File: src/rtl/dds_pkg.sv
// Shared types and constants for the DDS command arbiter.
package dds_pkg;

  typedef enum logic [1:0] {
    IDLE    = 2'd0,
    WAIT_HI = 2'd1,
    WAIT_LO = 2'd2,
    ACK     = 2'd3
  } dds_state_e;

  typedef enum logic [1:0] {
    ID_UPDATE = 2'd0,
    ID_CONFIG = 2'd1,
    ID_SWEEP  = 2'd2
  } req_id_e;

  localparam logic [31:0] STEP_FAST = 32'h00221b26;
  localparam logic [31:0] STEP_SLOW = 32'h0006d23a;

endpackage

File: src/rtl/dds_cmd_arbiter_prio_enc.sv
// Combinational fixed-priority encoder: sweep > config > update.
module dds_prio_enc
  import dds_pkg::*;
(
  input  logic    req_sweep,
  input  logic    req_config,
  input  logic    req_update,
  output req_id_e gnt_id,
  output logic    gnt_vld
);

  // Highest-priority active request wins.
  always_comb begin
    gnt_id  = ID_UPDATE;
    gnt_vld = 1'b0;
    if (req_sweep) begin
      gnt_id  = ID_SWEEP;
      gnt_vld = 1'b1;
    end else if (req_config) begin
      gnt_id  = ID_CONFIG;
      gnt_vld = 1'b1;
    end else if (req_update) begin
      gnt_id  = ID_UPDATE;
      gnt_vld = 1'b1;
    end
  end

endmodule

File: src/rtl/dds_cmd_arbiter.sv
// Arbitrates three requesters onto one AD9914 driver command port and runs
// the strobe/busy handshake, with an abort if the driver never answers.
//
// state   | meaning
// IDLE    | waiting for a request while the driver is idle
// WAIT_HI | strobe held, waiting for driver busy to rise
// WAIT_LO | strobe dropped, waiting for driver busy to fall
// ACK     | one-cycle ack to the granted requester
module dds_cmd_arbiter
  import dds_pkg::*;
#(
  parameter int unsigned TIMEOUT_CYCLES = 1024,
  parameter logic [31:0] STEP_RESET     = STEP_FAST
) (
  input  logic        clk,
  input  logic        rst,
  input  logic        req_update,
  input  logic        req_config,
  input  logic [31:0] cfg_step,
  input  logic        req_sweep,
  output logic        ack_update,
  output logic        ack_config,
  output logic        ack_sweep,
  output logic        dds_update,
  output logic        dds_update_config,
  output logic        dds_sweep,
  output logic [31:0] dds_sweep_step,
  input  logic        dds_busy,
  output logic        arb_busy,
  output logic        timeout_err,
  input  logic        clr_err
);

  // Counter value on which a wait state gives up.
  localparam logic [15:0] TO_LAST = 16'(TIMEOUT_CYCLES - 1);

  dds_state_e  state_q, state_d;
  req_id_e     id_q, id_d;
  logic [15:0] cnt_q, cnt_d;
  logic [31:0] step_q, step_d;
  logic        err_q, err_d;
  logic        upd_q, upd_d;
  logic        cfg_q, cfg_d;
  logic        swp_q, swp_d;
  logic        ack_u_q, ack_u_d;
  logic        ack_c_q, ack_c_d;
  logic        ack_s_q, ack_s_d;
  logic        busy_q, busy_d;
  logic        abort;

  req_id_e     gnt_id;
  logic        gnt_vld;

  dds_prio_enc u_prio (
    .req_sweep  (req_sweep),
    .req_config (req_config),
    .req_update (req_update),
    .gnt_id     (gnt_id),
    .gnt_vld    (gnt_vld)
  );

  // Next-state logic; all outputs are derived from the next state so they
  // come straight out of flops.
  always_comb begin
    state_d = state_q;
    id_d    = id_q;
    cnt_d   = cnt_q;
    step_d  = step_q;
    err_d   = err_q;
    abort   = 1'b0;

    case (state_q)
      IDLE: begin
        if (gnt_vld && !dds_busy) begin
          state_d = WAIT_HI;
          id_d    = gnt_id;
          cnt_d   = 16'd0;
          if (gnt_id == ID_CONFIG) step_d = cfg_step;
        end
      end
      WAIT_HI: begin
        cnt_d = cnt_q + 16'd1;
        if (dds_busy)                state_d = WAIT_LO;
        else if (cnt_q == TO_LAST)   abort   = 1'b1;
      end
      WAIT_LO: begin
        cnt_d = cnt_q + 16'd1;
        if (!dds_busy)               state_d = ACK;
        else if (cnt_q == TO_LAST)   abort   = 1'b1;
      end
      ACK: begin
        state_d = IDLE;
      end
      default: begin
        state_d = IDLE;
      end
    endcase

    if (abort) state_d = ACK;

    // A timeout on the same edge as a clear leaves the flag set.
    if (clr_err) err_d = 1'b0;
    if (abort)   err_d = 1'b1;

    upd_d   = (state_d == WAIT_HI) && (id_d == ID_UPDATE);
    cfg_d   = (state_d == WAIT_HI) && (id_d == ID_CONFIG);
    swp_d   = (state_d == WAIT_HI) && (id_d == ID_SWEEP);
    ack_u_d = (state_d == ACK)     && (id_d == ID_UPDATE);
    ack_c_d = (state_d == ACK)     && (id_d == ID_CONFIG);
    ack_s_d = (state_d == ACK)     && (id_d == ID_SWEEP);
    busy_d  = (state_d != IDLE);
  end

  // State and output registers with synchronous reset.
  always_ff @(posedge clk) begin
    if (rst) begin
      state_q <= IDLE;
      id_q    <= ID_UPDATE;
      cnt_q   <= 16'd0;
      step_q  <= STEP_RESET;
      err_q   <= 1'b0;
      upd_q   <= 1'b0;
      cfg_q   <= 1'b0;
      swp_q   <= 1'b0;
      ack_u_q <= 1'b0;
      ack_c_q <= 1'b0;
      ack_s_q <= 1'b0;
      busy_q  <= 1'b0;
    end else begin
      state_q <= state_d;
      id_q    <= id_d;
      cnt_q   <= cnt_d;
      step_q  <= step_d;
      err_q   <= err_d;
      upd_q   <= upd_d;
      cfg_q   <= cfg_d;
      swp_q   <= swp_d;
      ack_u_q <= ack_u_d;
      ack_c_q <= ack_c_d;
      ack_s_q <= ack_s_d;
      busy_q  <= busy_d;
    end
  end

  assign dds_update        = upd_q;
  assign dds_update_config = cfg_q;
  assign dds_sweep         = swp_q;
  assign ack_update        = ack_u_q;
  assign ack_config        = ack_c_q;
  assign ack_sweep         = ack_s_q;
  assign dds_sweep_step    = step_q;
  assign arb_busy          = busy_q;
  assign timeout_err       = err_q;

endmodule

File: config.mk
export PLATFORM = sky130hd
export DESIGN_NAME = dds_cmd_arbiter
export DESIGN_NICKNAME = d
export VERILOG_FILES = /design/src/rtl/dds_pkg.sv /design/src/rtl/dds_cmd_arbiter_prio_enc.sv /design/src/rtl/dds_cmd_arbiter.sv
export SDC_FILE = /design/constraint.sdc
export NUM_CORES = 1
export LEC_CHECK = 0
export ABC_AREA = 1
export BUFFER_PORTS_ARGS = -buffer_cell sky130_fd_sc_hd__buf_2
export CAP_MARGIN = 20
export CORE_MARGIN = 10
export CORE_UTILIZATION = 40
export DETAILED_ROUTE_END_ITERATION = 10
export PLACE_DENSITY_LB_ADDON = 0.2
export SLEW_MARGIN = 20
export SYNTH_ARGS = -nofsm -noshare
export SYNTH_HDL_FRONTEND = slang
export SYNTH_HIERARCHICAL = 1
export SYNTH_SLANG_ARGS = --single-unit
File: constraint.sdc
create_clock -name clk -period 1.83 [get_ports clk]
set_input_delay 0.0915 -clock clk [delete_from_list [all_inputs] [get_ports clk]]
set_output_delay 0.0915 -clock clk [all_outputs]
set_load 0.005 [all_outputs]
==> results of run 1 <==
final timing paths:
check | from | to | slack [ns]
setup / recovery | state_q[0] | cnt_q[9] | 0.18
hold / removal | clr_err | timeout_err | 0.006
setup reg to reg | state_q[0] | cnt_q[9] | 0.18
hold reg to reg | dds_sweep_step[12] | dds_sweep_step[12] | 0.46
worst max-delay path: stages (launching register included):
cell and delay, ns:
dfxtp_1 0.34, inv_1 0.09, ha_2 0.38, nand2_1 0.08, nand2_2 0.17, nand2_1 0.07, nor2_1 0.18, nand2_1 0.09
nor2_1 0.09, nor2_1 0.05
registers in the layout (all words and copies together), names as in the netlist, 2 cells and up:
name and flops:
state_q 2, id_q 2, cnt_q 16, dds_sweep_step 32
layout make-up:
class                           instances  area (µm²)
Tap cell                               77        96.3
Sequential cell                        60        1200
Multi-Input combinational cell        240        1120
Inverter                               39         149
Clock buffer                           10         128
Fill cell                             593        2720
Clock inverter                          6        65.1
Timing Repair Buffer                  120         792
routing by layer:
metal / vias up / track usage / wire [µm]
met3: 14 / 0.0625 / 599
li1: 1338 / - / -
met4: 0 / 0.0673 / 147
met1: 1103 / 0.149 / 2870
met5: - / 0 / 0
met2: 75 / 0.215 / 3050
cells by family (layout without fill, tap and decap cells):
logic type,Yosys count,count (layout)
simple gates,184,184
flops,60,60
compound gates,51,51
buf+inv,51,175
fa+ha+maj,5,5
per-stage QoR:
stage	instance area [µm²]	util	hold slack [ns]	setup slack (ns)	power, mW
after floorplan	2550	-	0.161	0.322	1.74
after global placement	3010	0.480	0.303	0.139	1.91
after detailed placement	3010	0.480	0.306	0.0584	1.92
after CTS	3540	0.563	0.000140	0.0481	3.14
after global routing	3560	0.567	0.0236	0.00275	3.30
final	3560	0.567	0.00592	0.183	3.13
cells in the final DEF (no fill, tap or decap), types with 2 or more instances in the layout:
cell | netlist | layout
clkinv_4 | 0 | 2
nand3b_1 | 2 | 2
inv_1 | 35 | 35
dfxtp_1 | 60 | 59
ha_1 | 5 | 4
clkbuf_8 | 0 | 9
nor2_2 | 5 | 4
inv_2 | 3 | 2
nor3_1 | 4 | 4
nand2_1 | 68 | 68
buf_2 | 1 | 78
o21ai_1 | 12 | 12
nand3_1 | 21 | 20
o21ai_0 | 23 | 23
nor2_1 | 80 | 80
a21oi_1 | 14 | 14
dlygate4sd3_1 | 0 | 33
buf_4 | 3 | 8
clkinv_2 | 0 | 2
repair_timing:
| action | in CTS | in global routing |
|---|---|---|
| hold endpoints to repair | 35 | 0 |
| gates resized for setup | 0 | 7 |
| endpoints found under the setup margin | 0 | 47 |
| hold buffers | 33 | 0 |
power groups by stage:
stage	clock (mW)	combinational, mW	sequential (mW)
final	1.17	0.552	1.40
after global routing	1.26	0.625	1.41
after CTS	1.19	0.547	1.40
after detailed placement	0	0.491	1.43
after global placement	0	0.485	1.43
after floorplan	0	0.308	1.43
==> impl_metrics.csv, run 1 <==
group,metric,value,unit
routing,post_drt_wl_per_cell,12.1,µm
logic_synthesis,synth-seq-cells,60,
logic_synthesis,synth_compound_area_frac,0.105,
power,power_frac_seq,0.449,
placed_design,portBuffers,78,
global_routing,grt_use_total,0.135,
routing,dr.first_iter.drc_count,93,
cts,numCtsBuffers,9,
die,die_w,99.9,µm
logic_synthesis,yosysMostFrequentCell,"nor2_1",
logic_synthesis,ys_warn_count,6,
outcome,status,"finished clean",
global_routing,grt_pass1_wl,11300,µm
logic_synthesis,netlist.area_leader.share,0.470,
power,p_clk_frac,0.374,
routing,dr_total_vias,2530,
die,ios,79,
power,power.internal,2.25,mW
cts,cts-htree-levels,3,
logic_synthesis,synth_fa_ha_area_frac,0.0245,
power,switching_power,879,µW
logic_synthesis,syn_inst,351,
logic_synthesis,synth_common_cells,"80 x nor2_1, 68 x nand2_1, 60 x dfxtp_1, 35 x inv_1, 23 x o21ai_0",
power,p_sw_frac,0.281,
finish,layout.nets,514,
cts,cts_sinks,60,
logic_synthesis,async_flop_share,0,
logic_synthesis,synth_mux_area_frac,0,
die,start_util,0.407,
setup_path,crit_arrival,1.87,ns
run,drv_cap,0,
timing,max_slew_margin,0.742,
finish,drive_gt1_frac,0.248,
routing,drt-pass1-iter-count,6,
cts,clk_pin_slew,0.07,ns
routing,detail-route-antenna-nets,0,
logic_synthesis,synth_xor_area_frac,0,
cts,post-cts-setup-buffers,0,
timing,period_share,0.900,
power,p_leak,1.76,nW
logic_synthesis,synthFlopType,"dfxtp_1",
timing,setup_tns,0,ns
placed_design,place.gp.congestion,0.812,
hold_path,hold_class,"in2reg",
logic_synthesis,synthesis.nets,395,
global_routing,grt_pass1_vias,2521,
timing,setup_viol,0,
logic_synthesis,yosysTopAreaCell,"dfxtp_1",
timing,skew,0.00845,ns
routing,post-route-drc-count,0,
setup_path,crit_type,"reg2reg",
timing,tightestPinTransition,0.382,ns
logic_synthesis,syn_area,2550,µm²
setup_path,worst_setup_path_start_kind,"flip-flop",
timing,finalHoldViolations,0,
timing,rsz0062_at_grt,"false",
global_routing,gr-total-overflow,0,
logic_synthesis,synth-edff-count,0,
logic_synthesis,post_synth_num_cell_types,24,
global_routing,antenna_found_initial,0,
timing,layout_min_cycle_time,1.65,ns
finish,diodes,0,
die,coreArea,6280,µm²
routing,drt-total-wl,6670,µm
placed_design,dp.cells,503,
logic_synthesis,yosys.area_share.simple,0.306,
cts,root_buffer,"clkbuf_8",
setup_path,critPathMaxFanout,10,
global_routing,grt_max_degree,33,
setup_path,worstSetupEndpointType,"flip-flop",
logic_synthesis,ys_seq_area_frac,0.470,
cts,clock_latency,0.34,ns
timing,finalMaxSlewViolations,0,
logic_synthesis,synth.avg_cell_area,7.28,µm²
die,dieArea,9980,µm²
routing,viasPerCell,4.58,
cts,ctsLongestPathBuffers,2,
logic_synthesis,synth_top_family_by_area,"simple AND/OR/NAND/NOR gates",
power,vdd_drop_max,0.634,mV
die,rows,29,
setup_path,cp_data_required_time,2.06,ns
finish,stdcell_count,552,
setup_path,reg2reg_depth,9,
power,pwr_density_cell,879,nW/µm²
hold_path,min_path_cells,4,
die,dieHeight,99.9,µm
timing,max_freq,607,MHz
cts,cts_tree,"done",
power,combPwrFrac,0.177,
finish,syn_to_final_growth,39.2,%
placed_design,hpwl,4650,µm
logic_synthesis,synthTopCellsByArea,"dfxtp_1 47%, nor2_1 12%, nand2_1 10%",
(Power assumes the default switching activity.)
==> run 2: changes to the inputs <==
Settings changed: CORE_MARGIN 10 to 2.
Clock period 1.83 ns to 1.95 ns, I/O delays scaled along.
==> impl_metrics.csv, run 2 (synthesis gave the netlist of run 1 again) <==
group,metric,value,unit
finish,stdcell_count,547,
cts,clock_latency,0.33,ns
routing,viasPerCell,4.61,
routing,dr.first_iter.drc_count,95,
power,vdd_drop_max,0.641,mV
cts,post-cts-setup-buffers,0,
setup_path,critPathMaxFanout,32,
finish,drive_gt1_frac,0.230,
setup_path,cp_data_required_time,2.22,ns
timing,rsz0062_at_grt,"true",
setup_path,r2r_start,"state_q[1]",
outcome,status,"finished clean",
setup_path,cpMostUsedCell,"inv_2",
hold_path,hold_class,"in2reg",
timing,layout_min_cycle_time,1.82,ns
finish,final_cell_mix,"80 x nor2_1, 78 x buf_2, 68 x nand2_1",
cts,root_buffer,"clkbuf_8",
cts,cts_sinks,60,
global_routing,grt_use_total,0.183,
global_routing,met3_usage,0.0762,
die,die_w,83.9,µm
timing,max_slew_margin,0.616,
routing,drt-pass1-iter-count,4,
timing,setup_viol,0,
cts,cts-htree-levels,3,
die,dieHeight,83.9,µm
setup_path,critPathCapture,"dds_sweep_step[11]",
global_routing,grt_busiest_layer,"met2",
setup_path,cp_slowest_stage_delay,0.43,ns
global_routing,grt_pass1_vias,2353,
setup_path,path_delay_family,"buffers and inverters",
timing,tightestPinTransition,0.575,ns
setup_path,crit_chain,"inv_1, ha_1, nand3_4, inv_2, nand2_4, nor2_8, inv_2, nand2_1, nand3_1",
global_routing,antenna_found_initial,0,
timing,setup_tns,0,ns
power,pwr_density_cell,857,nW/µm²
setup_path,worst_setup_path_start_kind,"flip-flop",
placed_design,dp.cells,497,
timing,hold_ws,0.293,ns
timing,finalMaxSlewViolations,0,
die,coreArea,6280,µm²
timing,layout_setup_ws,0.133,ns
setup_path,crit_type,"reg2reg",
timing,period_share,0.932,
finish,final_common_cell,"nor2_1",
finish,postLayoutCoreUtil,0.563,
cts,numCtsBuffers,9,
setup_path,r2r-end,"dds_sweep_step[11]",
setup_path,crit_arrival,2.09,ns
global_routing,grtUsageMet2,0.301,
routing,detail-route-antenna-nets,0,
setup_path,r2r_slack,0.13,ns
placed_design,hpwl,3870,µm
hold_path,min_path_cells,5,
placed_design,place.gp.congestion,0.707,
power,p_leak,1.75,nW
run,drv_cap,0,
global_routing,gr-total-overflow,0,
setup_path,startpoint,"state_q[1]",
setup_path,reg2reg_depth,9,
global_routing,use_met1,0.212,
global_routing,grt_max_degree,40,
placed_design,portBuffers,78,
routing,drt-total-wl,6190,µm
setup_path,worstSetupEndpointType,"flip-flop",
finish,diodes,0,
timing,max_freq,550,MHz
routing,post-route-drc-count,0,
die,ios,79,
die,rows,29,
timing,skew,0.00570,ns
cts,cts_tree,"done",
cts,ctsLongestPathBuffers,2,
placed_design,place_ws,0.135,ns
routing,dr_total_vias,2519,
cts,clk_pin_slew,0.07,ns
setup_path,critPathSlowestCell,"inv_2",
die,dieArea,7040,µm²
setup_path,critical_path_depth,9,
finish,num-fill-cells,574,
finish,layout.nets,509,
setup_path,crit_buf_inv,3,
finish,syn_to_final_growth,38.2,%
global_routing,grt_pass1_wl,10400,µm
finish,largest_register_ffs,32,
timing,finalHoldViolations,0,
routing,post_drt_wl_per_cell,11.3,µm
die,start_util,0.407,
[run 2: cell types whose count changed in the layout (fill, tap and decap cells not counted), sizes merged]
cell and delta:
buf -6, bufinv +1, clkbuf +2, clkinv -3, dlygate4sd3 +1
[run 2: stage by stage]
stage	power (mW)	instance area [µm²]
after floorplan	1.64	2550
after global placement	1.75	2970
after detailed placement	1.76	2970
after CTS	3.05	3530
after global routing	3.19	3530
final	3.03	3530
[run 2: how the worst min path moves through the flow]
stage / startpoint / endpoint / slack (ns)
finish: dds_busy / cnt_q[10] / 0.29
global route: dds_busy / cnt_q[10] / 0.32
CTS: dds_busy / cnt_q[10] / 0.26
detailed placement: cfg_step[1] / dds_sweep_step[1] / 0.31
global placement: cfg_step[1] / dds_sweep_step[1] / 0.31
floorplan: rst / timeout_err / 0.17
[run 2: area by class of cell]
| type | instances | area [µm²] | share of cell area |
|---|---|---|---|
| repair buffers | 115 | 753 | 0.213 |
| flip-flops and latches | 60 | 1200 | 0.340 |
| well taps | 77 | 96.3 | 0.0273 |
| inverters | 39 | 146 | 0.0414 |
| clock inverters | 4 | 72.6 | 0.0205 |
| clock buffers | 12 | 145 | 0.0411 |
| multi-input cells | 240 | 1120 | 0.316 |
[run 2: layer usage]
layer | share of wire | vias to the layer above | wire, µm
met1 | 0.44 | 1115 | 2750
li1 | - | 1323 | -
met3 | 0.067 | 10 | 413
met4 | 0.016 | 0 | 99
met5 | 0 | - | 0
met2 | 0.47 | 71 | 2920
[run 2: worst min-delay path, cell delays in order]
cell,delay [ns]
buf_2,0.12
inv_2,0.07
nand3_4,0.11
o21ai_4,0.08
a21oi_1,0.10
[run 2: repair_timing]
| item | in CTS | in global routing |
|---|---|---|
| hold endpoints to repair | 35 | 0 |
| hold buffers | 34 | 0 |
| gates resized for setup | 0 | 1 |
| endpoints found under the setup margin | 0 | 4 |
[run 2: report_power, final]
part | switching, mW | leakage (nW) | internal, mW
clock | 0.481 | 0.107 | 0.753
combinational | 0.275 | 1.15 | 0.202
sequential | 0.0293 | 0.487 | 1.29
total | 0.786 | 1.75 | 2.24
